[config.mk]
export PLATFORM = sky130hd
export DESIGN_NAME = led_xmit
export DESIGN_NICKNAME = d
export VERILOG_FILES = /design/src/rtl/led_xmit.sv
export SDC_FILE = /design/constraint.sdc
export NUM_CORES = 1
export LEC_CHECK = 0
export ABC_AREA = 1
export CORE_MARGIN = 3
export CORE_UTILIZATION = 50
export CTS_CLUSTER_DIAMETER = 50
export CTS_CLUSTER_SIZE = 16
export DETAILED_ROUTE_END_ITERATION = 10
export DONT_BUFFER_PORTS = 1
export GPL_TIMING_DRIVEN = 0
export SYNTH_ARGS = -nofsm -noshare
export SYNTH_HDL_FRONTEND = slang
export SYNTH_SLANG_ARGS = --single-unit
[constraint.sdc]
create_clock -name CLK -period 2.2 [get_ports CLK]
set_input_delay 0.33 -clock CLK [delete_from_list [all_inputs] [get_ports CLK]]
set_output_delay 0.33 -clock CLK [all_outputs]
set_load 0.05 [all_outputs]
[src/rtl/led_xmit.sv]
`default_nettype none
// ============================================================================
// led_xmit -- pulse-width-coded IR/LED byte transmitter, LSB first, 38 kHz carrier
// Rev 1.0
// ============================================================================
module led_xmit #(
   parameter int BIT_PERIOD   = 84000,
   parameter int ONE_MARK     = 60000,
   parameter int ZERO_MARK    = 20000,
   parameter int GAP_CYCLES   = 100000,
   parameter int CARRIER_HALF = 1316
) (
   input  logic       CLK,
   input  logic       RESET,
   input  logic [7:0] DATA_IN,
   input  logic       SEND,
   output logic       BUSY,
   output logic       DONE,
   output logic       MARK_ENV,
   output logic       LED_OUT
);

   localparam logic [1:0] S_IDLE  = 2'd0;
   localparam logic [1:0] S_MARK  = 2'd1;
   localparam logic [1:0] S_SPACE = 2'd2;
   localparam logic [1:0] S_GAP   = 2'd3;

   localparam logic [31:0] C_ONE_LAST  = 32'(ONE_MARK - 1);
   localparam logic [31:0] C_ZERO_LAST = 32'(ZERO_MARK - 1);
   localparam logic [31:0] C_BP_LAST   = 32'(BIT_PERIOD - 1);
   localparam logic [31:0] C_GAP_LAST  = 32'(GAP_CYCLES - 1);

   logic [1:0]  state_q,  state_d;
   logic [7:0]  shift_q,  shift_d;
   logic [2:0]  bitcnt_q, bitcnt_d;
   logic [31:0] per_q,    per_d;
   logic [31:0] car_q,    car_d;
   logic        mark_q,   mark_d;
   logic        led_q,    led_d;
   logic        busy_q,   busy_d;
   logic        done_q,   done_d;
   logic [31:0] mark_last;

   assign mark_last = shift_q[0] ? C_ONE_LAST : C_ZERO_LAST;

   // The period counter runs through MARK and SPACE so mark starts are exactly BIT_PERIOD apart.
   always_comb begin
      state_d  = state_q;
      shift_d  = shift_q;
      bitcnt_d = bitcnt_q;
      per_d    = per_q;
      done_d   = 1'b0;
      case (state_q)
         S_IDLE: begin
            if (SEND) begin
               shift_d  = DATA_IN;
               bitcnt_d = 3'd0;
               per_d    = 32'd0;
               state_d  = S_MARK;
            end
         end
         S_MARK: begin
            per_d = per_q + 32'd1;
            if (per_q == mark_last) begin
               state_d = S_SPACE;
            end
         end
         S_SPACE: begin
            if (per_q == C_BP_LAST) begin
               per_d = 32'd0;
               if (bitcnt_q != 3'd7) begin
                  shift_d  = {1'b0, shift_q[7:1]};
                  bitcnt_d = bitcnt_q + 3'd1;
                  state_d  = S_MARK;
               end else begin
                  state_d = S_GAP;
               end
            end else begin
               per_d = per_q + 32'd1;
            end
         end
         S_GAP: begin
            if (per_q == C_GAP_LAST) begin
               per_d   = 32'd0;
               state_d = S_IDLE;
               done_d  = 1'b1;
            end else begin
               per_d = per_q + 32'd1;
            end
         end
         default: state_d = S_IDLE;
      endcase
      mark_d = (state_d == S_MARK);
      busy_d = (state_d != S_IDLE);
   end

   generate
      if (CARRIER_HALF == 0) begin : g_nocarrier
         always_comb begin
            car_d = 32'd0;
            led_d = mark_d;
         end
      end else begin : g_carrier
         localparam logic [31:0] C_CH_LAST = 32'(CARRIER_HALF - 1);
         // Phase restarts with LED on at every envelope rise.
         always_comb begin
            car_d = 32'd0;
            led_d = 1'b0;
            if (mark_d) begin
               if (!mark_q) begin
                  led_d = 1'b1;
               end else if (car_q == C_CH_LAST) begin
                  led_d = ~led_q;
               end else begin
                  car_d = car_q + 32'd1;
                  led_d = led_q;
               end
            end
         end
      end
   endgenerate

   always_ff @(posedge CLK) begin
      if (RESET) begin
         state_q  <= S_IDLE;
         shift_q  <= 8'd0;
         bitcnt_q <= 3'd0;
         per_q    <= 32'd0;
         car_q    <= 32'd0;
         mark_q   <= 1'b0;
         led_q    <= 1'b0;
         busy_q   <= 1'b0;
         done_q   <= 1'b0;
      end else begin
         state_q  <= state_d;
         shift_q  <= shift_d;
         bitcnt_q <= bitcnt_d;
         per_q    <= per_d;
         car_q    <= car_d;
         mark_q   <= mark_d;
         led_q    <= led_d;
         busy_q   <= busy_d;
         done_q   <= done_d;
      end
   end

   assign BUSY     = busy_q;
   assign DONE     = done_q;
   assign MARK_ENV = mark_q;
   assign LED_OUT  = led_q;

endmodule
`default_nettype wire

Word level (Yosys, flattened, before mapping)
Index checks and enable logic that the tools add are counted.
Widths: inputs -> output; s select.

storage, ports and cells
  bits in registers = 81
  input bits = 11
  output and inout port bits = 4
  word-level logic and storage cells = 58

cells by class
  add/subtract/negate cells = 3
  equality and inequality tests = 13
  muxes and demuxes = 22
  bitwise logic cells = 4
  reduce and logical (&&, ||, !) cells = 7

operators with widths
  cell                   number
  $pmux 32 s4            1
  $mux 32                3
  $add 32x1->32 const B  2
  $eq 32x17->1 const B   2
  $eq 32x11->1 const B   1
  $eq 32x16->1           1
  $mux 8                 3
  $mux 16                1
  $pmux 8 s2             1
  $mux 2                 5
  $mux 3                 3
  $pmux 2 s4             1
  $ne 2x2->1 const B     3
  $pmux 3 s2             1
  $eq 2x1->1 const B     2
  $eq 2x2->1 const B     2
  $not 1->1              4
  $reduce_and 4->1       1
  $reduce_bool 2->1      2
  $reduce_or 2->1        2
  $reduce_or 4->1        1
  $add 3x1->3 const B    1
  $mux 1                 3
  $ne 3x3->1 const B     1
  2 further kinds        2

Depth between registers and ports, before layout
  word-level depth = 7
  mapped depth = 15
  gate-level depth less buffers = 13

Worst setup path before layout
OpenSTA, ideal clock, no wires.

  path type = register -> register
  start = register car_q[0]
  end = register car_q[26]
  library setup time = 112 ps
  arrival time = 1717 ps
  required time = 2088 ps
  setup slack = 371 ps
  stages on the path, launching flop included = 12
  path buffers = 0
  clock period less this slack = 1829 ps
  cell sequence = dfxtp_1 > ha_1 > nand3_1 > inv_1 > nand2_1 > nor3_2 > nand2_1 > nor2_1 > nand2_1 > xor2_1 > inv_1 > nor2_4

on the way
  cells in the longest elaborated chain, start to end = 2
  elaborated cells on any way between the ends = 3
  classes of those cells = 1 x add/sub; 1 x eq/ne; 1 x reduce/logical

ends and longest elaborated chain
  item                                                                   line  text
  from (decl)                                                            37    logic [31:0] car_q, car_d;
  from (signal assigned)                                                 139   car_q <= car_d;
  parallel branches: the longest is 2 deep, another holds $add 32x1->32  --

Parallel ways; which one is timed is not known.
A chain may end at the register's enable or synchronous reset.

Worst setup path in the final report
  start = register state_q[0]
  end = register car_q[5]

on the way
  cells in the longest elaborated chain, start to end = 5
  elaborated cells on any way between the ends = 12
  classes of those cells = 4 x eq/ne; 5 x mux; 1 x bitwise; 2 x reduce/logical

ends and longest elaborated chain
  item                                line  text
  from (decl)                         33    logic [1:0] state_q, state_d;
  from (signal assigned)              135   state_q <= state_d;
  $eq 2x2->1 (tied with other cells)  53    case (state_q)
  $pmux 2 s4 *                        53
  $eq 2x1->1 *                        93    mark_d = (state_d == S_MARK);
  $not 1->1 (no source line) *        --
  $reduce_or 4->1 (no source line) *  --

Every way passes the cells marked *; elsewhere a longest branch is shown, timed or not.

==> results.toml <==
[outcome]
run_status = "complete, no violations"

[routing]
drt_wl_total_um = 12600
num_vias = 4850
post_drt_wl_per_cell_um = 13.7
firstDrtPassIters = 6
drc = 0
ant_nets = 0
vias_per_cell = 5.28
drt_iter0_markers = 351

[cts]
cts_tree = "done"
h-tree-depth = 3
cts.reportedPaths.clkPinSlew_ns = 0.09
clkLatencyLatePin_ns = 0.38
cts_hold_buffers = 0
cts_inserted_buffers = 9
cts_buffer_depth = 2
clock_sinks = 81
root_buffer = "clkbuf_8"

[hold_path]
holdPathStages = 2
hp-class = "in2reg"
min_to = "shift_q[7]"
min_from = "DATA_IN[7]"

[floorplan]
die_area_mm2 = 0.0115
initial_core_util_pct = 51.9
die_h_um = 107
ios = 15
rows = 36
fp.coreArea_mm2 = 0.00991
die_x_um = 107

[timing]
finalMaxSlewViolations = 0
fmax_mhz = 494
setup_tns_ns = 0
finalHoldViolCount = 0
rsz0062_at_grt = "no"
relSlewSlack_pct = 59.0
tightest_slew_ns = 0.615
skew_ns = 0.0154
whs_ns = 0.116
worst_slack_ns = 0.176
min_period_over_period_pct = 92.0
finalSetupViolCount = 0
finalCriticalPeriod_ns = 2.02

[setup_path]
crit_slowest_cell = "dfxtp_1"
critPathRequiredTime_ns = 2.47
critPathKind = "reg2reg"
r2r_setup_slack_ns = 0.18
r2r_cells = 9
crit_arrival_ns = 2.30
r2r_start = "state_q[0]"
cpPeakStageDelay_ns = 0.40
path_common_cell = "inv_2"
worstSetupEndpointType = "flop"
r2r_end = "car_q[5]"
path_cells = "nor2_1, inv_2, nor2_2, inv_2, nand2_1, a21oi_4, nand3_4, buf_12, nor2_4"
worstPathMaxFanout = 10
cp-start-kind = "flop"

[placed_design]
routabilityCongestion = 0.909
dp.cells = 899
dpl-instance-area_mm2 = 0.00531
dp_slack_ns = -0.0505
dp_hpwl_um = 9500
port_buffers = 0

[grt]
grt_pass1_vias = 4483
met2_usage_pct = 39.2
grt_overflow = 0
grt_max_degree = 17
use_met1_pct = 27.5
antenna_found_initial = 0
grt_usage_pct = 22.9
busiest_layer = "met2"
grt_util_met3_pct = 6.12
grt_pass1_wl_um = 21100

[synth]
postSynthAreaPerCell_um2 = 6.72
synth_nets = 781
syn_inst = 766
netlist_top_cells_area = "dfxtp_1, nand2_1, nor2_4"
async_flop_share_pct = 0
yosysWarnings = 0
synth_edf_count = 0
synth-seq-area-share_pct = 31.5
yosys.area.top_type = "dfxtp_1"
ys_ff_latch = 81
syn_area_mm2 = 0.00515
synth.distinct_cells = 36
yosysTopAreaCellShare_pct = 31.5
synth_flop_cell = "dfxtp_1"

[cells_and_area]
final_area_mm2 = 0.00560
fin_cells = 919
regArea_mm2 = 0.00163
syn_to_final_growth_pct = 8.75
multiInputGateArea_mm2 = 0.00301
fin_nets = 796
num_antenna_cells = 0
final_layout_size_suffix_gt1_share_pct = 14.4
fillCellCount = 1003

[pwr]
peakVddDrop_v = 0.000498
leakage_uw = 0.00208
p_per_area_mw_per_mm2 = 499

[run]
maxCapViolations = 0
worst max-delay path by stage:
stage	from	to	slack (ns)	cells after the start
2_1_floorplan	car_q[0]	car_q[26]	0.37	11
3_3_place_gp	car_q[0]	car_q[16]	-0.03	9
3_5_place_dp	car_q[0]	car_q[15]	-0.05	9
4_1_cts	per_q[0]	per_q[9]	0.03	13
5_1_grt	per_q[0]	car_q[6]	0.006	13
6_report	state_q[0]	car_q[5]	0.18	9
registers in the layout, indices dropped and copies added (netlist names):
name / flops
car_q: 32
MARK_ENV: 1
BUSY: 1
DONE: 1
shift_q: 8
state_q: 2
per_q: 32
LED_OUT: 1
bitcnt_q: 3
what timing repair did:
action / 4_1_cts / 5_1_grt
endpoints found under the hold margin: 0 / 0
endpoints found under the setup margin: 31 / 56
pin swaps: 0 / 1
cloned: 0 / 1
resized for setup: 3 / 12
buffers inserted: 0 / 3
synthesized netlist by cell type, types with 18 or more instances:
cell,instances
nand2_1,175
inv_1,93
nor2_1,87
dfxtp_1,81
nand3_1,55
a21oi_1,41
nor2_4,34
nor3_1,33
xor2_1,32
o21ai_0,27
nand4_1,23
inv_2,18
layout by cell type, fill, tap and decap left out, types with 3 or more instances in the layout:
master | synthesis | layout
a21oi_1 | 41 | 41
buf_2 | 10 | 8
nand3_1 | 55 | 52
o21ai_0 | 27 | 27
nand3_2 | 1 | 4
nand2_2 | 6 | 6
buf_4 | 0 | 4
nor2_4 | 34 | 35
xnor2_1 | 4 | 4
dfxtp_2 | 0 | 3
ha_1 | 4 | 4
dfxtp_1 | 81 | 78
nand4_1 | 23 | 23
buf_12 | 3 | 3
clkbuf_1 | 8 | 8
nor3_1 | 33 | 31
nor3_2 | 2 | 3
nor2_1 | 87 | 86
clkbuf_8 | 0 | 9
inv_1 | 93 | 93
inv_6 | 0 | 3
xor2_1 | 32 | 32
nand2_1 | 175 | 175
inv_2 | 18 | 18
nor4_1 | 5 | 5
o21ai_1 | 4 | 4
power by group:
part	total (uW)	switching, uW	internal [uW]	leakage, uW
registers	1530	38.1	1490	0.000657
clock network	1050	622	431	0.0000888
logic	210	144	65.8	0.00133
total	2790	804	1990	0.00208
worst max-delay path: cells and delay by family, from the launching register on:
| family | cells | cell delay (ns) |
|---|---|---|
| buf+inv | 3 | 0.48 |
| flops | 1 | 0.40 |
| compound gates | 1 | 0.05 |
| simple gates | 5 | 0.96 |
cells by family after synthesis:
group	synth area share (%)
xor+xnor	6.13
fa+ha+maj	0.972
compound gates	8.80
flops	31.5
buf+inv	10.8
simple gates	41.8
through the flow:
| step | util, % | power [uW] |
|---|---|---|
| after global routing | 56.5 | 2930 |
| final | 56.5 | 2790 |
| after floorplan | - | 1720 |
| after CTS | 55.6 | 2830 |
| after detailed placement | 53.6 | 1770 |
| after global placement | 53.6 | 1760 |
per-layer routing:
| layer | routed length [um] | part of all wire, % |
|---|---|---|
| met1 | 5380 | 43 |
| met2 | 6130 | 49 |
| met3 | 689 | 5.5 |
| met4 | 388 | 3.1 |
| met5 | 0 | 0 |
layout make-up:
class / instances / area share [%]
Tap cell: 133 / 2.97
Buffer: 21 / 2.66
Sequential cell: 81 / 29.0
Clock buffer: 9 / 2.21
Clock inverter: 7 / 1.10
Inverter: 111 / 7.44
Multi-Input combinational cell: 553 / 53.7
Timing Repair Buffer: 4 / 0.849
(Power assumes the default switching activity.)
